### config.mk
export PLATFORM = sky130hd
export DESIGN_NAME = dac_playback_sequencer
export DESIGN_NICKNAME = d
export VERILOG_FILES = /design/src/rtl/dac_playback_sequencer.sv
export SDC_FILE = /design/constraint.sdc
export NUM_CORES = 1
export LEC_CHECK = 0
export ABC_AREA = 1
export CORE_MARGIN = 5
export CORE_UTILIZATION = 44
export DETAILED_ROUTE_END_ITERATION = 6
export HOLD_SLACK_MARGIN = 0.1
export MAX_ROUTING_LAYER = met4
export PLACE_DENSITY = 0.78
export SYNTH_ARGS = -nofsm -noshare
export SYNTH_HDL_FRONTEND = slang
export SYNTH_SLANG_ARGS = --single-unit
### constraint.sdc
create_clock -name axis_clk -period 2.6 [get_ports axis_clk]
set_input_delay 0.52 -clock axis_clk [delete_from_list [all_inputs] [get_ports axis_clk]]
set_output_delay 0.52 -clock axis_clk [all_outputs]
set_load 0.005 [all_outputs]
### src/rtl/dac_playback_sequencer.sv
// dac_playback_sequencer: streams a BRAM address window to AXIS on trigger. Optional macro TRIG_SYNC_EN adds a 2-flop trigger synchroniser.
module dac_playback_sequencer #(
  parameter int DWIDTH = 64,
  parameter int RD_LAT = 2,
  parameter int CNT_W  = 16
) (
  input  logic                  axis_clk,
  input  logic                  axis_aresetn,
  input  logic [31:0]           cfg_start_addr,
  input  logic [31:0]           cfg_end_addr,
  input  logic [CNT_W-1:0]      cfg_repeat,
  input  logic                  arm,
  input  logic                  trigger,
  input  logic                  abort,
  output logic [31:0]           portA_addr,
  output logic                  portA_en,
  output logic [DWIDTH/8-1:0]   portA_we,
  output logic [DWIDTH-1:0]     portA_wdata,
  input  logic [DWIDTH-1:0]     portA_rdata,
  output logic [DWIDTH-1:0]     axis_tdata,
  output logic                  axis_tvalid,
  output logic                  busy,
  output logic                  done,
  output logic                  err_cfg,
  output logic [CNT_W-1:0]      loop_count
);
  localparam logic [31:0] STEP = 32'(DWIDTH / 8);
  localparam int DRW = $clog2(RD_LAT + 1) + 1;
  typedef enum logic [1:0] {IDLE, ARMED, PLAY, DRAIN} state_t;
  state_t            state_q;
  logic [31:0]       start_q, end_q, addr_q;
  logic [CNT_W-1:0]  rep_q, loop_q;
  logic [DRW-1:0]    drain_q;
  logic [RD_LAT-1:0] vld_q;
  logic              en_q, tvalid_q, done_q, err_q, trig_q, trig_s;
  logic [DWIDTH-1:0] tdata_q;
  logic              trig_rise, cfg_bad, more;
`ifdef TRIG_SYNC_EN
  logic [1:0] sync_q;
  // two-flop synchroniser so an asynchronous trigger can be edge-detected safely
  always_ff @(posedge axis_clk or negedge axis_aresetn)
    if (!axis_aresetn) sync_q <= '0;
    else               sync_q <= {sync_q[0], trigger};
  assign trig_s = sync_q[1];
`else
  assign trig_s = trigger;
`endif
  assign trig_rise = trig_s & ~trig_q;
  assign cfg_bad   = (cfg_end_addr < cfg_start_addr) || |(cfg_start_addr & (STEP - 32'd1)) ||
                     |(cfg_end_addr & (STEP - 32'd1));
  assign more      = (rep_q == '0) || (({1'b0, loop_q} + (CNT_W+1)'(1)) < {1'b0, rep_q});
  assign portA_addr  = addr_q;
  assign portA_en    = en_q;
  assign portA_we    = '0;
  assign portA_wdata = '0;
  assign axis_tdata  = tdata_q;
  assign axis_tvalid = tvalid_q;
  assign busy        = state_q != IDLE;
  assign done        = done_q;
  assign err_cfg     = err_q;
  assign loop_count  = loop_q;
  // control FSM: abort wins over everything, the last word of a pass either wraps or drains
  always_ff @(posedge axis_clk or negedge axis_aresetn)
    if (!axis_aresetn) begin
      state_q <= IDLE;
      start_q <= '0;
      end_q   <= '0;
      rep_q   <= '0;
      addr_q  <= '0;
      en_q    <= 1'b0;
      loop_q  <= '0;
      drain_q <= '0;
      done_q  <= 1'b0;
      err_q   <= 1'b0;
    end else begin
      done_q <= 1'b0;
      err_q  <= 1'b0;
      if (abort) begin
        state_q <= IDLE;
        en_q    <= 1'b0;
      end else begin
        case (state_q)
          IDLE: if (arm) begin
            start_q <= cfg_start_addr;
            end_q   <= cfg_end_addr;
            rep_q   <= cfg_repeat;
            loop_q  <= '0;
            err_q   <= cfg_bad;
            addr_q  <= cfg_bad ? addr_q : cfg_start_addr;
            state_q <= cfg_bad ? IDLE : ARMED;
          end
          ARMED: if (trig_rise) begin
            state_q <= PLAY;
            en_q    <= 1'b1;
          end
          PLAY: if (addr_q == end_q) begin
            loop_q <= loop_q + 1'b1;
            if (more) addr_q <= start_q;
            else begin
              state_q <= DRAIN;
              en_q    <= 1'b0;
              drain_q <= DRW'(RD_LAT);
            end
          end else addr_q <= addr_q + STEP;
          DRAIN: if (drain_q == '0) begin
            done_q  <= 1'b1;
            state_q <= IDLE;
          end else drain_q <= drain_q - 1'b1;
          default: state_q <= IDLE;
        endcase
      end
    end
  // read-valid pipeline matched to BRAM latency, then one output register stage
  always_ff @(posedge axis_clk or negedge axis_aresetn)
    if (!axis_aresetn) begin
      trig_q   <= 1'b0;
      vld_q    <= '0;
      tvalid_q <= 1'b0;
      tdata_q  <= '0;
    end else begin
      trig_q <= trig_s;
      if (abort) begin
        vld_q    <= '0;
        tvalid_q <= 1'b0;
        tdata_q  <= '0;
      end else begin
        vld_q[0] <= en_q;
        for (int i = 1; i < RD_LAT; i++) vld_q[i] <= vld_q[i-1];
        tvalid_q <= vld_q[RD_LAT-1];
        tdata_q  <= vld_q[RD_LAT-1] ? portA_rdata : '0;
      end
    end
endmodule

==> results.yml <==
cts:
  cts_made_buffers: 24
  clockRootBuffer: "clkbuf_16"
  cts_sinks: 204
  htreeDepth: 1
  path_clk_slew_ns: 0.07
  clk_latency_ns: 0.53
  cts_tree: "yes"
  ctsLongestPathBuffers: 3
critical_path:
  end_kind: "flop"
  critPathLaunchType: "flop"
  critical_path_peak_fanout: 8
  cp.required_ns: 3.00
  reg2reg_slack_ns: -0.38
  path_class: "flop to flop"
  crit_arrival_ns: 3.38
detailed_routing:
  firstDrtPassIters: 5
  viasPerCell: 5.004
  routed_wl_um: 36730
  via_count: 11040
  final_antenna_net_count: 0
  drcViolationCount: 0
  wl_per_cell_um: 16.65
  drt-initial-drc-count: 853
logic_synthesis:
  ys_seq_area_share_pct: 44.06
  synth_mux_area_share_pct: 0
  ys.flop_type: "dfrtp_1"
  synthSimpleGateAreaFrac_pct: 28.92
  synth_top_family_by_area: "simple AND/OR/NAND/NOR gates"
  syn_area_per_cell_um2: 7.679
  synth-seq-cells: 204
  synth_compound_area_share_pct: 5.367
  syn_area_um2: 11590
  synthAdderAreaFrac_pct: 5.831
  synthTopCellsByArea: "dfrtp_1 (44%), nand2_1 (16%), ha_1 (5.8%), buf_4 (4.7%), nor2_1 (4.5%)"
  synth_cell_types: 34
  synth_top_cell_area_share_pct: 44.06
  yosys_warnings: 0
  synthCells: 1509
  synth_area_leader_cell: "dfrtp_1"
  synthXorXnorAreaFrac_pct: 4.460
  yosysMostFrequentCell: "nand2_1"
  async_flop_share_pct: 100.0
  yosys-top-cells-count: "nand2_1 (504), dfrtp_1 (204), nor2_1 (139)"
  synth_edf_count: 0
timing:
  worstMarginPinSlew_ns: 0.6128
  maxSlewHeadroom_pct: 59.14
  fin_skew_ns: 0.01474
  clock.fmax_mhz: 335.7
  layout_min_cycle_time_ns: 2.979
  setup_viol: 38
  rsz0062_at_grt: "true"
  hold_viol_final: 0
  setup_tns_ns: -13.18
  setup_ws_ns: -0.3792
  drv_slew: 0
  post-route-period-util_pct: 114.6
die:
  io_pins: 338
  coreArea_um2: 25980
  die_w_um: 172.3
  die_y_um: 172.3
  row_count: 59
  start_util_pct: 44.59
  die_area_um2: 29680
placed_design:
  dp.cells: 2140
  routabilityCongestion: 0.9491
  portBuffers: 265
  dpl.hpwl_um: 26820
  pre_cts_ws_ns: -0.4580
layout:
  final-seq-area_um2: 5106
  drive_above_1_share_pct: 12.19
  final_nets: 2058
  multi_input_area_um2: 5731
  syn_to_final_growth_pct: 40.70
  fin_cells: 2206
  fillers: 2248
outcome:
  status: "complete, but fails checks"
  violations: "setup timing"
pwr:
  p_leak_nw: 7.969
  pwr_density_cell_nw_per_um2: 681.9
  vdd_drop_max_v: 0.0005143
worst_hold_path:
  holdCritPathClass: "input port to flop"
global_route:
  antenna_found_initial: 1
  grt_max_degree: 90
  grt_usage_pct: 24.35
  overflow: 0
  grt_pass1_vias: 10980
  grt_pass1_wl_um: 56190
run:
  maxCapViolations: 0
## routing by layer
metal,part of all wire (%),global-route usage (%)
met5,0,-
met4,2.4,5.810
met3,8.7,6.173
met2,49,41.19
met1,40,29.42
## final timing paths
kind,from,end,cells past startpoint
hold / removal,abort,done$_DFF_PN0_,2
min in group asynchronous,axis_aresetn,end_q[23]$_DFFE_PN0P_,2
max in group asynchronous,axis_aresetn,axis_tdata[7]$_DFF_PN0_,3
setup reg to reg,loop_count[1]$_DFFE_PN0P_,portA_addr[1]$_DFFE_PN0P_,18
hold reg to reg,vld_q[0]$_DFF_PN0_,vld_q[1]$_DFF_PN0_,2
setup / recovery,loop_count[1]$_DFFE_PN0P_,portA_addr[1]$_DFFE_PN0P_,18
## repair_timing
| item | in CTS | in global routing |
|---|---|---|
| hold buffers | 1 | 0 |
| setup buffers | 10 | 9 |
| pin swaps | 6 | 27 |
| endpoints found under the setup margin | 38 | 39 |
| endpoints found under the hold margin | 55 | 0 |
| gates resized for setup | 13 | 51 |
| cloned | 1 | 3 |
## sequential cells by signal, indices dropped and copies added (netlist names), 2 cells and up
signal      cells
drain_q         3
loop_count     16
rep_q          16
portA_addr     32
start_q        32
axis_tdata     64
state_q         2
end_q          32
vld_q           2
## cell families after synthesis
| group | count (synthesis) |
|---|---|
| AO/OA/AOI/OAI | 116 |
| XOR/XNOR | 59 |
| adder cells (fa/ha/maj) | 54 |
| buffers and inverters | 270 |
| flip-flops | 204 |
| other | 1 |
| AND/OR/NAND/NOR | 805 |
## power breakdown
part	switching (mW)	total [mW]	leakage, nW	internal (mW)
Combinational	1.68	3.28	4.91	1.59
Clock	1.35	3.38	0.387	2.03
Sequential	0.713	4.46	2.67	3.75
## cell usage in the layout, fill, tap and decap left out, types with 4 or more instances in the layout
cell               n
a21oi_1           25
clkinv_2           4
nand4_1           55
nand3b_1           7
nand2_2           26
buf_4            103
nor2_4             6
inv_1            125
conb_1            72
dfrtp_1          203
ha_1              50
nor2_1           133
nand3_4            4
clkbuf_16         27
xnor2_1           34
a22o_1             5
clkbuf_8           6
inv_2              8
nor4_1             4
clkbuf_1           4
xor2_1            22
buf_12             9
nand3_1           77
clkdlybuf4s50_1  262
o21ai_0           68
nand2_1          477
o22ai_1            8
## per-stage QoR
stage | total power [mW] | hold WS [ns] | cell area, µm² | utilization, %
2_1_floorplan | 6.087 | 0.2244 | 11900 | -
3_3_place_gp | 7.513 | 0.4429 | 15000 | 57.73
3_5_place_dp | 7.623 | 0.4536 | 15000 | 57.73
4_1_cts | 11.06 | 0.4115 | 15960 | 61.41
5_1_grt | 11.80 | 0.4379 | 16300 | 62.74
6_report | 11.12 | 0.4145 | 16300 | 62.74
## layout make-up
type,instances,area share [%]
inverter,134,3.085
sequential,204,31.32
tap,335,2.571
clock buffer,33,4.198
timing repair buffer,385,23.02
clock inverter,8,0.6370
multi-input combinational,1106,35.15
antenna,1,0.01535
## critical path, cell delays in order (launching register included)
cell,delay [ns]
dfrtp_1,0.39
nand3_2,0.12
nor3_4,0.15
nand2_2,0.09
nor2_4,0.13
nand3_2,0.09
nor3_2,0.20
xor2_1,0.25
inv_1,0.12
ha_4,0.29
nand2_4,0.05
o21ai_2,0.17
a21oi_2,0.08
nand3_2,0.10
nand3_4,0.12
buf_6,0.16
clkbuf_16,0.16
nand4_1,0.09
nand2_1,0.07
No activity file was read; power rests on OpenSTA's default activity.
